--- config.mk ---
export PLATFORM = sky130hd
export DESIGN_NAME = branch_predictor
export DESIGN_NICKNAME = d
export VERILOG_FILES = /design/src/rtl/branch_predictor.sv
export SDC_FILE = /design/constraint.sdc
export NUM_CORES = 1
export LEC_CHECK = 0
export CORE_ASPECT_RATIO = 1.25
export CORE_UTILIZATION = 25
export CTS_BUF_LIST = sky130_fd_sc_hd__clkbuf_8
export CTS_CLUSTER_SIZE = 28
export DETAILED_ROUTE_END_ITERATION = 8
export GPL_TIMING_DRIVEN = 0
export PLACE_DENSITY_LB_ADDON = 0.3
export SETUP_SLACK_MARGIN = 0.05
export SYNTH_ARGS = -nofsm -noshare
export SYNTH_HDL_FRONTEND = slang
export SYNTH_SLANG_ARGS = --single-unit
export TNS_END_PERCENT = 100
--- constraint.sdc ---
create_clock -name clk -period 10 [get_ports clk]
set_clock_uncertainty 0.15 [all_clocks]
set_input_delay 1 -clock clk [delete_from_list [all_inputs] [get_ports clk]]
set_output_delay 1 -clock clk [all_outputs]
set_load 0.005 [all_outputs]
--- src/rtl/branch_predictor.sv ---
// branch_predictor
//   Fetch-stage direct-mapped BTB with 2-bit saturating counters. It predicts
//   the next PC for pc_f every cycle and carries that prediction into execute.
//   In execute it compares the prediction with the resolved outcome, requests
//   a redirect on a mispredict, and trains the table.
//
// Ports
//   clk, rst          clock, synchronous active-high reset
//   pc_f              fetch PC (word aligned)
//   stall, flush      hold / kill the fetch->execute prediction register
//   pred_taken        combinational taken prediction for pc_f
//   pred_target       combinational predicted next PC for pc_f
//   upd_valid         valid instruction in execute
//   upd_pc            execute-stage PC
//   upd_br_type       000..101 conditional, 110 not a branch, 111 jump
//   upd_taken         resolved branch outcome
//   upd_target        resolved branch/jump target
//   mispredict        combinational redirect request
//   redirect_pc       correct next PC; meaningful only when mispredict=1
//
// Handshake: there is no back-pressure. upd_valid qualifies the upd_* bundle
// for one cycle; mispredict is a single-cycle pulse that the pipeline answers
// with flush in the same cycle.
module branch_predictor #(
  parameter int ENTRIES = 16
) (
  input  logic        clk,
  input  logic        rst,
  input  logic [31:0] pc_f,
  input  logic        stall,
  input  logic        flush,
  output logic        pred_taken,
  output logic [31:0] pred_target,
  input  logic        upd_valid,
  input  logic [31:0] upd_pc,
  input  logic [2:0]  upd_br_type,
  input  logic        upd_taken,
  input  logic [31:0] upd_target,
  output logic        mispredict,
  output logic [31:0] redirect_pc
);

  localparam int IDX   = $clog2(ENTRIES);
  localparam int TAG_W = 30 - IDX;

  logic             valid_q [ENTRIES];
  logic [1:0]       ctr_q   [ENTRIES];
  logic [TAG_W-1:0] tag_q   [ENTRIES];
  logic [31:0]      tgt_q   [ENTRIES];

  logic        pred_taken_e;
  logic [31:0] pred_target_e;

  // Byte-offset bits never reach the table.
  logic unused_lsbs;
  assign unused_lsbs = ^{pc_f[1:0], upd_pc[1:0]};

  // ---------------- fetch lookup ----------------
  logic [IDX-1:0]   f_idx;
  logic [TAG_W-1:0] f_tag;
  logic             f_hit;

  assign f_idx       = pc_f[IDX+1:2];
  assign f_tag       = pc_f[31:IDX+2];
  assign f_hit       = valid_q[f_idx] && (tag_q[f_idx] == f_tag);
  assign pred_taken  = f_hit && ctr_q[f_idx][1];
  assign pred_target = pred_taken ? tgt_q[f_idx] : pc_f + 32'd4;

  // ---------------- fetch -> execute register ----------------
  always_ff @(posedge clk) begin
    if (rst || flush) begin
      pred_taken_e  <= 1'b0;
      pred_target_e <= 32'd0;
    end else if (!stall) begin
      pred_taken_e  <= pred_taken;
      pred_target_e <= pred_target;
    end
  end

  // ---------------- execute compare ----------------
  logic [IDX-1:0]   u_idx;
  logic [TAG_W-1:0] u_tag;
  logic             u_hit;
  logic             is_jump;
  logic             is_nb;
  logic             is_cond;
  logic             taken_eff;

  assign u_idx     = upd_pc[IDX+1:2];
  assign u_tag     = upd_pc[31:IDX+2];
  assign u_hit     = valid_q[u_idx] && (tag_q[u_idx] == u_tag);
  assign is_jump   = (upd_br_type == 3'b111);
  assign is_nb     = (upd_br_type == 3'b110);
  assign is_cond   = !is_jump && !is_nb;
  assign taken_eff = !is_nb && upd_taken;

  // A taken/taken pair still mispredicts if the targets disagree.
  assign mispredict  = upd_valid &&
                       ((taken_eff != pred_taken_e) ||
                        (taken_eff && pred_taken_e && (upd_target != pred_target_e)));
  assign redirect_pc = taken_eff ? upd_target : upd_pc + 32'd4;

  // ---------------- training ----------------
  // Tag/target are written only on allocation, jump, or taken hit; on a
  // taken hit the tag already matches, so rewriting it is harmless.
  logic write_tt;
  assign write_tt = upd_valid && (is_jump || (is_cond && upd_taken));

  always_ff @(posedge clk) begin
    if (rst) begin
      for (int i = 0; i < ENTRIES; i++) begin
        valid_q[i] <= 1'b0;
        ctr_q[i]   <= 2'b01;
      end
    end else if (upd_valid) begin
      if (is_jump) begin
        valid_q[u_idx] <= 1'b1;
        ctr_q[u_idx]   <= 2'b11;
      end else if (is_nb) begin
        // Non-branch that hit means an alias; drop the entry.
        if (u_hit) valid_q[u_idx] <= 1'b0;
      end else if (u_hit) begin
        if (upd_taken) begin
          if (ctr_q[u_idx] != 2'b11) ctr_q[u_idx] <= ctr_q[u_idx] + 2'd1;
        end else begin
          if (ctr_q[u_idx] != 2'b00) ctr_q[u_idx] <= ctr_q[u_idx] - 2'd1;
        end
      end else if (upd_taken) begin
        valid_q[u_idx] <= 1'b1;
        ctr_q[u_idx]   <= 2'b10;
      end
    end
  end

  // Tags and targets carry no reset; an update in a reset cycle is dropped.
  always_ff @(posedge clk) begin
    if (!rst && write_tt) begin
      tag_q[u_idx] <= u_tag;
      tgt_q[u_idx] <= upd_target;
    end
  end

endmodule

After elaboration in Yosys (flattened, before gate mapping)
Memory sizes are Yosys's and may differ from the RTL's.
Index checks and enable logic that the tools add are counted.
W data, S select, Z words.

operators by class
  add/subtract/negate cells = 4
  multiply operators = 0
  div/mod/pow operators = 0
  $lt $le $gt $ge = 0
  eq/ne operators = 7
  shift-type cells = 0
  muxes and demuxes = 50
  bitwise operators = 5
  reduce and logical (&&, ||, !) cells = 20

operators with widths
  cell                     count
  $add A32 B3 Y32 const B  2
  $mux W32                 2
  $eq A26 B26 Y1           2
  $mux W1                  42
  $ne A32 B32 Y1           1
  $logic_and A1 B1 Y1      11
  $mux W2                  4
  $mux W4                  2
  $eq A3 B3 Y1 const B     2
  $or A1 B1 Y1             5
  $logic_not A1 Y1         3
  $logic_or A1 B1 Y1       3
  $add A2 B1 Y2 const B    1
  $ne A2 B2 Y1 const B     1
  $reduce_bool A2 Y1       1
  $reduce_or A2 Y1         1
  $sub A2 B1 Y2 const B    1
  $ne A1 B1 Y1             1
  $reduce_or A1 Y1         1

word-level totals
  register bits = 33
  bits in latches = 0
  bits in writable memories = 976
  ROM bits = 0
  input port bits = 105
  output and inout port bits = 66
  logic and storage cells = 92
  memories kept = 4

memories
  name     words  bits a word  rd ports  clocked after memory_dff  wr ports  RTL line  RTL
  tgt_q    16     32           1         0                         1         49        logic [31:0] tgt_q [ENTRIES];
  tag_q    16     26           2         0                         1         48        logic [TAG_W-1:0] tag_q [ENTRIES];
  ctr_q    16     2            2         0                         16        47        logic [1:0] ctr_q [ENTRIES];
  valid_q  16     1            2         0                         16        46        logic valid_q [ENTRIES];

Logic depth before layout (Yosys ltp)
An unclocked memory read counts as a cell.

  depth after elaboration = 15
  gate-level depth with buffers = 15
  gate-level depth less buffers = 10

Worst setup path before layout
OpenSTA, ideal clock, no wires.

  path type = input-to-reg
  start point = input upd_pc[2]
  end point = memory tag_q[4][0] in the netlist's numbering, enable pin
  setup time = 0.474 ns
  data arrival time = 5.201 ns
  required time = 9.376 ns
  setup slack = 4.175 ns
  stages on the path = 11
  path buffers = 7
  path through = buf_4 > buf_4 > buf_4 > buf_4 > buf_2 > buf_2 > inv_1 > ha_1 > buf_1 > nand2_1 > nor2_1

RTL lines
  what                RTL line  RTL
  start: declaration  35        input logic [31:0] upd_pc,
  end: declaration    48

No word-level cell before the write port.

Worst setup path after layout
  start point = input pc_f[2]
  end point = output pred_target[5]

on the way
  cells in the longest elaborated chain, start to end = 5
  elaborated cells on any way between the ends = 9
  those cells by class = 1 x add/sub; 1 x eq/ne; 1 x mux; 2 x reduce/logical; 4 x memory

ends and longest elaborated chain
  what                 RTL line  RTL
  start: declaration   29        input logic [31:0] pc_f,
  $mem_v2 Z16 W26      --
  $eq A26 B26 Y1       65        assign f_hit = valid_q[f_idx] && (tag_q[f_idx] == f_tag);
  $logic_and A1 B1 Y1  65
  $logic_and A1 B1 Y1  66        assign pred_taken = f_hit && ctr_q[f_idx][1];
  $mux W32 (*)         67        assign pred_target = pred_taken ? tgt_q[f_idx] : pc_f + 32'd4;
  end: declaration     33        output logic [31:0] pred_target,

Mark *: on every way between the ends. The rest lies on a longest branch, timed or not.

==> run_results.csv <==
group,metric,value,unit
run_status,outcome,"finished, final reports clean",
routing,vias,27080,
power,leakagePower,16.7,nW
cts,cts_tree,"yes",
synth,synth_edf_count,976,
floorplan,num_rows,173,
timing,tightest_slew,1.48,ns
cts,cts_resized,0,
worst_hold_path,hp-class,"reg -> reg",
worst_setup_path,worst-r2r-cell-count,10,
synth,synthCells,2421,
cells_and_area,seq_area,30000,sq um
cts,clkTransAtPathRegs,0.07,ns
cts,clock_latency,0.91,ns
worst_setup_path,critPathCaptureType,"output pin",
global_route,grt_max_degree,24,
worst_setup_path,worstPathMaxFanout,10,
synth,synth_flop_cell,"edfxtp_1",
synth,synth_area,44900,sq um
timing,hold_ws,0.349,ns
synth,synth_top_area_share,65.3,%
cts,cts_buffers,167,
worst_hold_path,min_path_cells,1,
cts,cts_max_path_buffers,3,
floorplan,die_area,181000,sq um
synth,synth_cell_type_count,59,
cells_and_area,fin_nets,2922,
routing,first_iter_violations,3695,
synth,syn_avg_cell_area,18.5,sq um
floorplan,num_io_pins,171,
job,maxCapViolCount,0,
global_route,grt_antenna_before_repair,27,
timing,rsz0062_at_grt,"false",
floorplan,start_util,25.2,%
cells_and_area,nFillCells,17513,
cells_and_area,multiInputGateArea,14300,sq um
synth,syn_nets,2534,
synth,seq_area_frac_synth,66.8,%
synth,synth-seq-cells,1009,
power,p_per_area,169,nW/um^2
routing,wire_per_inst,31.2,um
timing,max_slew_margin,1.03,%
worst_setup_path,cp.arrival,7.70,ns
power,vdd_ir_drop_max,116,uV
synth,async_reset_ff_share,0,%
routing,drt_first_pass_iters,9,
cells_and_area,final_util,30.3,%
routing,postRouteWirelength,166000,um
cts,cts_sinks,1009,
worst_setup_path,critPathKind,"in -> out",
worst_setup_path,required,8.85,ns
synth,yosys_warnings,0,
cells_and_area,syn_to_final_growth,20.2,%
global_route,grt_pass1_vias,27213,
routing,drc,0,
timing,slew_viol_final,0,
timing,min_period,8.85,ns
cts,postCtsHoldBufs,0,
routing,via_per_inst,5.10,
global_route,globalRouteTotalUtil,18.0,%
global_route,grt_pass1_wl,224000,um
cells_and_area,drive_gt1_share,25.3,%
placement,place.gp.congestion,0.913,
placement,dpl.hpwl,118000,um
floorplan,die_w,381,um
timing,final.period_utilization,88.5,%
timing,fmax,113,MHz
cts,post_cts_buffers,0,
cts,cts_root_buf,"clkbuf_8",
synth,synth_area_leaders,"edfxtp_1 (65%), mux4_2 (18%), xnor2_1 (2.5%), mux2i_1 (1.5%), dfxtp_1 (1.5%)",
floorplan,coreArea,178000,sq um
synth,synth_top_cell_by_area,"edfxtp_1",
routing,antenna_left,0,
worst_setup_path,startpoint_type,"input port",
timing,setup_violations,0,
cts,htreeDepth,4,
global_route,grt_remaining_overflow,0,
timing,hold_violations,0,
floorplan,dieHeight,476,um
placement,port_buffers,164,
## worst max-delay path, cell delays in order
cell	delay [ns]
clkdlybuf4s50_1	0.80
buf_2	0.58
buf_2	0.46
buf_2	0.41
buf_2	0.61
mux4_2	0.62
mux4_2	0.49
xnor2_1	0.32
nand4_1	0.20
nor4_4	0.87
buf_2	0.43
nand2_1	0.08
o21ai_1	0.19
clkdlybuf4s50_1	0.58
## path summary, 6_finish.rpt
| kind | start | to | slack (ns) |
|---|---|---|---|
| worst max-delay path | pc_f[2] | pred_target[5] | 1.15 |
| worst max register to register | tag_q[3][4] | ctr_q[11][1] | 5.07 |
| worst min-delay path | pred_target_e[3] | pred_target_e[3] | 0.35 |
| worst min register to register | pred_target_e[3] | pred_target_e[3] | 0.35 |
## cell type report
class / count / share of cell area (%)
Antenna cell: 3 / 0.0139
Buffer: 150 / 1.18
Clock buffer: 171 / 4.36
Clock inverter: 130 / 1.48
Inverter: 32 / 0.223
Multi-Input combinational cell: 1230 / 26.5
Sequential cell: 1009 / 55.6
Tap cell: 2362 / 5.48
Timing Repair Buffer: 219 / 5.22
## per-layer routing
layer | track usage (%) | routed length (um)
met4 | 6.26 | 5400
met2 | 29.6 | 79000
met3 | 4.31 | 14300
met5 | 0 | 218
met1 | 23.1 | 66700
## sequential cells by signal (all words and copies together) (netlist names)
name / count
pred_taken_e: 1
tag_q: 416
valid_q: 16
ctr_q: 32
pred_target_e: 32
tgt_q: 512
## cells in the mapped netlist, types with 7 or more instances
library cell / number
edfxtp_1: 976
mux4_2: 368
nand2_1: 131
xnor2_1: 126
clkbuf_1: 82
nor2_1: 75
mux2i_1: 68
o21ai_0: 60
nand4_1: 46
mux2_2: 44
nand3_1: 40
buf_2: 37
a22o_1: 35
dfxtp_1: 33
nor3_1: 31
inv_1: 28
buf_1: 25
o21ai_1: 22
o22ai_1: 20
a21oi_1: 17
xor2_1: 17
a21boi_0: 16
a221oi_1: 14
ha_1: 8
mux2_1: 8
nand2b_1: 7
o211ai_1: 7
## power by group
group          total, W  internal, W  switching [W]  leakage (nW)
logic          0.000886     0.000344       0.000543          5.79
registers       0.00470      0.00468      0.0000188          9.08
clock network   0.00354      0.00175        0.00179          1.79
total           0.00913      0.00678        0.00235          16.7
## kinds of logic after synthesis
family | synth area share, %
flip-flops | 66.8
AND/OR/NAND/NOR | 3.77
buffers and inverters | 1.68
XOR/XNOR | 2.79
adder cells (fa/ha/maj) | 0.223
AO/OA/AOI/OAI | 3.46
multiplexers | 21.3
## per-stage QoR
step / TNS (ns) / cells / worst slack (ns) / cell area [sq um] / total power, W
2_1_floorplan: 0 / 2421 / 4.17 / 44900 / 0.00522
3_3_place_gp: -1902.67 / 4947 / -2.66 / 49500 / 0.00566
3_5_place_dp: 0 / 5002 / 1.12 / 50800 / 0.00568
4_1_cts: 0 / 5303 / 1.11 / 53900 / 0.00919
5_1_grt: 0 / 5304 / 1.00 / 53900 / 0.00938
6_report: 0 / 5306 / 1.15 / 53900 / 0.00913
## layout by cell type (no fill, tap or decap), drive strengths merged, types with 68 or more instances in the layout
cell | synthesis | routed
nor2 | 75 | 75
mux2i | 68 | 68
xnor2 | 126 | 126
clkdlybuf4s50 | 0 | 164
clkbuf | 82 | 253
o21ai | 82 | 82
inv | 30 | 94
nand2 | 131 | 131
buf | 68 | 123
mux4 | 368 | 368
edfxtp | 976 | 976
Power figures use the tool's default switching activity.
